`src/rtl/ppu_pkg.sv`:
```
// Shared PPU-side constants and the OAM DMA state encoding.
// Imported by the OAM DMA controller and by the PPU for the OAM address window.
package ppu_pkg;

   localparam logic [15:0] OAM_BASE_ADDR   = 16'hFE00;
   localparam logic [15:0] OAM_END_ADDR    = 16'hFE9F;
   localparam logic [15:0] DMA_REG_ADDR    = 16'hFF46;
   localparam logic [15:0] HRAM_START_ADDR = 16'hFF80;
   localparam logic [15:0] HRAM_END_ADDR   = 16'hFFFE;

   typedef enum logic [1:0] {
      IDLE  = 2'd0,
      START = 2'd1,
      READ  = 2'd2,
      WRITE = 2'd3
   } DMA_STATES_t;

endpackage

```
`src/rtl/oam_dma.sv`:
```
// OAM DMA: an FF46 write copies 160 bytes from {page,00..9F} into OAM, one read + one write per byte.
// Latency: first source read STARTUP_CYCLES+1 cycles after the FF46 write; no backpressure, CPU is blocked outside HRAM.
module oam_dma
   import ppu_pkg::*;
#(
   parameter int OAM_BYTES      = 160,
   parameter int STARTUP_CYCLES = 1
) (
   input  logic        clk,
   input  logic        rst_n,
   input  logic [15:0] ADDR,
   input  logic        WR,
   input  logic        RD,
   input  logic [7:0]  MMIO_DATA_out,
   output logic [7:0]  MMIO_DATA_in,
   output logic        DMA_ACTIVE,
   output logic        CPU_BUS_BLOCK,
   output logic        DMA_RD,
   output logic [15:0] DMA_ADDR,
   input  logic [7:0]  DMA_DATA_in,
   output logic        OAM_WR,
   output logic [7:0]  OAM_ADDR,
   output logic [7:0]  OAM_DATA
);

   DMA_STATES_t state_q, state_d;
   logic [7:0]  idx_q, idx_d;
   logic [7:0]  cnt_q, cnt_d;
   logic [7:0]  ff46_q, ff46_d;
   logic        ff46_wr;
   logic [7:0]  src_eff;
   logic        in_hram;
   logic        unused_rd;

   // Register reads have no wait states, so the read strobe carries no information here.
   assign unused_rd = RD;

   assign ff46_wr = WR && (ADDR == DMA_REG_ADDR);
   // Echo RAM pages E0..FF alias work RAM C0..DF.
   assign src_eff = (ff46_q <= 8'hDF) ? ff46_q : (ff46_q - 8'h20);
   assign in_hram = (ADDR >= HRAM_START_ADDR) && (ADDR <= HRAM_END_ADDR);

   always_ff @(posedge clk or negedge rst_n) begin
      if (!rst_n) begin
         state_q <= IDLE;
         idx_q   <= 8'd0;
         cnt_q   <= 8'd0;
         ff46_q  <= 8'd0;
      end else begin
         state_q <= state_d;
         idx_q   <= idx_d;
         cnt_q   <= cnt_d;
         ff46_q  <= ff46_d;
      end
   end

   always_comb begin
      state_d = state_q;
      idx_d   = idx_q;
      cnt_d   = cnt_q;
      ff46_d  = ff46_wr ? MMIO_DATA_out : ff46_q;
      case (state_q)
         IDLE: ;
         START: begin
            if (cnt_q == 8'(STARTUP_CYCLES - 1)) begin
               state_d = READ;
            end else begin
               cnt_d = cnt_q + 8'd1;
            end
         end
         READ: state_d = WRITE;
         WRITE: begin
            if (idx_q == 8'(OAM_BYTES - 1)) begin
               state_d = IDLE;
            end else begin
               state_d = READ;
               idx_d   = idx_q + 8'd1;
            end
         end
         default: state_d = IDLE;
      endcase
      // A register write starts or restarts the copy from any state; a byte in WRITE still lands this cycle.
      if (ff46_wr) begin
         state_d = START;
         idx_d   = 8'd0;
         cnt_d   = 8'd0;
      end
   end

   always_comb begin
      DMA_RD   = 1'b0;
      DMA_ADDR = 16'h0000;
      OAM_WR   = 1'b0;
      OAM_ADDR = 8'h00;
      OAM_DATA = 8'h00;
      case (state_q)
         READ: begin
            DMA_RD   = 1'b1;
            DMA_ADDR = {src_eff, idx_q};
         end
         WRITE: begin
            OAM_WR   = 1'b1;
            OAM_ADDR = idx_q;
            OAM_DATA = DMA_DATA_in;
         end
         default: ;
      endcase
   end

   assign DMA_ACTIVE    = (state_q != IDLE);
   assign CPU_BUS_BLOCK = DMA_ACTIVE && !in_hram;
   assign MMIO_DATA_in  = (ADDR == DMA_REG_ADDR) ? ff46_q : 8'hFF;

endmodule
```
`config.mk`:
```
export PLATFORM = sky130hd
export DESIGN_NAME = oam_dma
export DESIGN_NICKNAME = d
export VERILOG_FILES = /design/src/rtl/ppu_pkg.sv /design/src/rtl/oam_dma.sv
export SDC_FILE = /design/constraint.sdc
export NUM_CORES = 1
export LEC_CHECK = 0
export CAP_MARGIN = 20
export CORE_MARGIN = 2
export CORE_UTILIZATION = 44
export CTS_CLUSTER_SIZE = 10
export DETAILED_ROUTE_END_ITERATION = 12
export GPL_ROUTABILITY_DRIVEN = 0
export PLACE_DENSITY = 0.86
export SLEW_MARGIN = 20
export SYNTH_ARGS = -nofsm -noshare
export SYNTH_HDL_FRONTEND = slang
export SYNTH_SLANG_ARGS = --single-unit
```
`constraint.sdc`:
```
create_clock -name clk -period 6.1 [get_ports clk]
set_input_delay 0.61 -clock clk [delete_from_list [all_inputs] [get_ports clk]]
set_output_delay 0.61 -clock clk [all_outputs]
set_load 0.03 [all_outputs]
```
==> flow_metrics.tcl <==
set metrics [dict create \
    floorplan.io_pins 80 \
    cts_num_sinks 26 \
    clock.fmax_ghz 0.3004 \
    vdd_drop_max_mv 0.2898 \
    number_of_antenna_violations_at_the_first_check_in_global_routing 0 \
    global_route_wire_length_before_repair_mm 6.665 \
    worstPathMaxFanout 11 \
    fillCellCount 297 \
    critical_path.startpoint_type "input port" \
    floorplan_die_area_sq_um 4230 \
    yosys.area_share.adder_pct 6.107 \
    vias 1559 \
    clock_skew_ps 2.976 \
    synth.mux.area_fraction_pct 4.733 \
    ys_seq_elements 26 \
    route.detailed.drc 0 \
    compound_cell_area_share_of_the_yosys_netlist_pct 8.702 \
    drt-pass1-iter-count 4 \
    grt_usage_pct 20.16 \
    worstPathArrival_ps 2720 \
    clkSlewWorstSetupHoldPaths_ps 90 \
    yosys-top-cells-area "dfrtp_1 (40%), and2_1 (12%), ha_1 (6.1%)" \
    area.sequential_sq_um 650.6 \
    chipHeight_um 65.04 \
    routed_via_density 5.214 \
    antenna_cells_inserted 0 \
    status "finished, final reports clean" \
    cell_area_reported_after_detailed_placement_sq_um 2460 \
    fin_tns_setup_ps 0 \
    iteration_0_drc_markers 41 \
    grt_pass1_vias 1468 \
    rows 22 \
    ctsLongestPathBuffers 2 \
    whs_ps 525.8 \
    hp-class "reg -> reg" \
    setup_viol 0 \
    setup_repair_after_global_routing_missed_its_margin "false" \
    clock_latency_ps 270 \
    cts.repair_timing.setup_buffer_count 0 \
    power_per_cell_area_nw_per_um2 335.6 \
    layout-drive-gt1-share_pct 7.570 \
    start_util_pct 45.11 \
    clk_root_buffer_cell "clkbuf_8" \
    route.antenna.remaining_nets 0 \
    synth_nets 218 \
    period_needed_ps 3328 \
    cp_slowest_stage_delay_ps 590 \
    largest_family_of_logic_cells_by_synthesized_area "simple AND/OR/NAND/NOR gates" \
    wl_per_cell_um 13.74 \
    stdcell_area_sq_um 2531 \
    crit_path_top_delay_cell "clkdlybuf4s50_1" \
    crit_type "in -> out" \
    worst_pin_slew_ps 1010 \
    hold_buffers 0 \
    numCtsBuffers 3 \
    buffer_ports.inserted 78 \
    grt_remaining_overflow 0 \
    max_slew_margin_pct 32.63 \
    synthSimpleGateAreaFrac_pct 30.61 \
    yosysWarnings 0 \
    synth_sequential_area_ratio_pct 39.69 \
    nets 296 \
    report.final.slew_viol_count 0 \
    design.core.area_sq_um 3633 \
    timing.final.crit_share_pct 54.56 \
    timing.max_cap.violations 0 \
    synth_top_flop_cell "dfrtp_1" \
    flow.area_growth_from_synthesis_pct 54.43 \
    number_of_enable_flip_flop_cells_after_synthesis 0 \
    maximum_number_of_pins_on_one_net_before_global_route_repair 27 \
    h-tree-depth 1 \
    synthesis.area_sq_um 1639 \
    synth_cell_type_count 37 \
    synthDominantCellAreaShare_pct 39.69 \
    syn_inst 174 \
    hold_viol 0 \
    avgSynthCellArea_sq_um 9.420 \
    synth_async_reset_ratio_pct 100.0 \
    drt_wl_total_mm 4.107 \
    crit_path_cell_trace "clkdlybuf4s50_1, or4_1, nor4_1, buf_4, nand2b_1, clkdlybuf4s50_1" \
    yosys.area_share.xor_xnor_pct 6.412 \
    critical-path-top-cell-by-count "clkdlybuf4s50_1" \
    post_cts.resized_instances 0 \
    required_ps 5490 \
    tritoncts "done" \
    p_leak_nw 1.039 \
    dp_hpwl_mm 3.049 \
    multiInputGateArea_sq_um 927.1 \
    yosysTopAreaCell "dfrtp_1" \
    cp-end-kind "output port" \
    fp.dieW_um 65.04 \
]
## flip-flops by register name, indices dropped and copies added (netlist names)
name,count
ff46_q,8
cnt_q,8
state_q,2
idx_q,8
## worst paths after layout
path | from | to | slack (ps) | cells past startpoint
min in group asynchronous | rst_n | idx_q[1] | 700 | 2
max reg2reg | cnt_q[0] | state_q[0] | 3970 | 6
min | ff46_q[1] | ff46_q[1] | 530 | 1
max in group asynchronous | rst_n | idx_q[2] | 5150 | 2
min reg2reg | ff46_q[1] | ff46_q[1] | 530 | 1
max | ADDR[3] | MMIO_DATA_in[3] | 2770 | 6
## critical path, delay by kind of cell
family,cells,cell delay (ps)
buffers and inverters,3,1230
and+or+nand+nor,3,870
## synth_stat cells, types with 2 or more instances
| library cell | number |
|---|---|
| xor2_1 | 11 |
| ha_1 | 8 |
| or3b_2 | 2 |
| inv_1 | 7 |
| nand4_1 | 8 |
| and2_1 | 31 |
| dfrtp_1 | 26 |
| nand3_1 | 5 |
| a31oi_1 | 2 |
| buf_4 | 2 |
| nor2_1 | 14 |
| nand2b_1 | 6 |
| and3_1 | 2 |
| a21oi_1 | 5 |
| mux2_2 | 6 |
| clkbuf_1 | 4 |
| nand2_1 | 11 |
| o211ai_1 | 2 |
| o21ai_0 | 4 |
## final cells by class
type                       instances  area share, %
timing repair buffer              80          31.44
inverter                           7          1.038
tap                               48          2.373
multi-input combinational        134          36.63
clock buffer                       3          1.631
sequential                        26          25.70
clock inverter                     1          1.186
## cells in the final DEF (no fill, tap or decap), types with 2 or more instances in the layout
| cell | instances |
|---|---|
| and3_1 | 2 |
| or3b_2 | 2 |
| and2_1 | 31 |
| nand3_1 | 5 |
| ha_1 | 8 |
| nand2b_1 | 6 |
| o211ai_1 | 2 |
| a21oi_1 | 5 |
| clkdlybuf4s50_1 | 78 |
| dfrtp_1 | 26 |
| nor2_1 | 14 |
| clkbuf_8 | 3 |
| nand4_1 | 8 |
| nand2_1 | 11 |
| inv_1 | 7 |
| o21ai_0 | 4 |
| xor2_1 | 11 |
| mux2_2 | 6 |
| a31oi_1 | 2 |
| buf_4 | 2 |
## per-stage QoR
stage / util, % / setup WS, ps / power [mW] / instances
after floorplan: - / 3565 / 0.5170 / 174
after global placement: 67.70 / 2693 / 0.7044 / 295
after detailed placement: 67.70 / 2681 / 0.7106 / 295
after CTS: 69.66 / 2749 / 0.8558 / 299
after global routing: 69.66 / 2678 / 0.8998 / 299
final: 69.66 / 2772 / 0.8496 / 299
## cells by family (layout without fill, tap and decap cells)
group	after synthesis	count (layout)
AND/OR/NAND/NOR	88	88
flip-flops	26	26
buffers and inverters	14	91
XOR/XNOR	12	12
adder cells (fa/ha/maj)	8	8
multiplexers	7	7
AO/OA/AOI/OAI	19	19
## metal layers
layer,wire length (um),GRT usage [%],up-vias,part of all wire (%)
met5,0,0,-,0
met4,19,6.250,0,0.46
met3,395,4.688,2,9.6
met2,1988,36.08,65,48
met1,1704,23.87,743,41
li1,-,-,749,-
## where the power goes
part / switching, mW / internal [mW] / total, mW / leakage [nW]
Clock: 0.0547 / 0.0878 / 0.142 / 0.0357
Combinational: 0.267 / 0.207 / 0.474 / 0.711
Sequential: 0.0348 / 0.198 / 0.233 / 0.292
Total: 0.357 / 0.493 / 0.850 / 1.04
No activity file was read; power rests on OpenSTA's default activity.
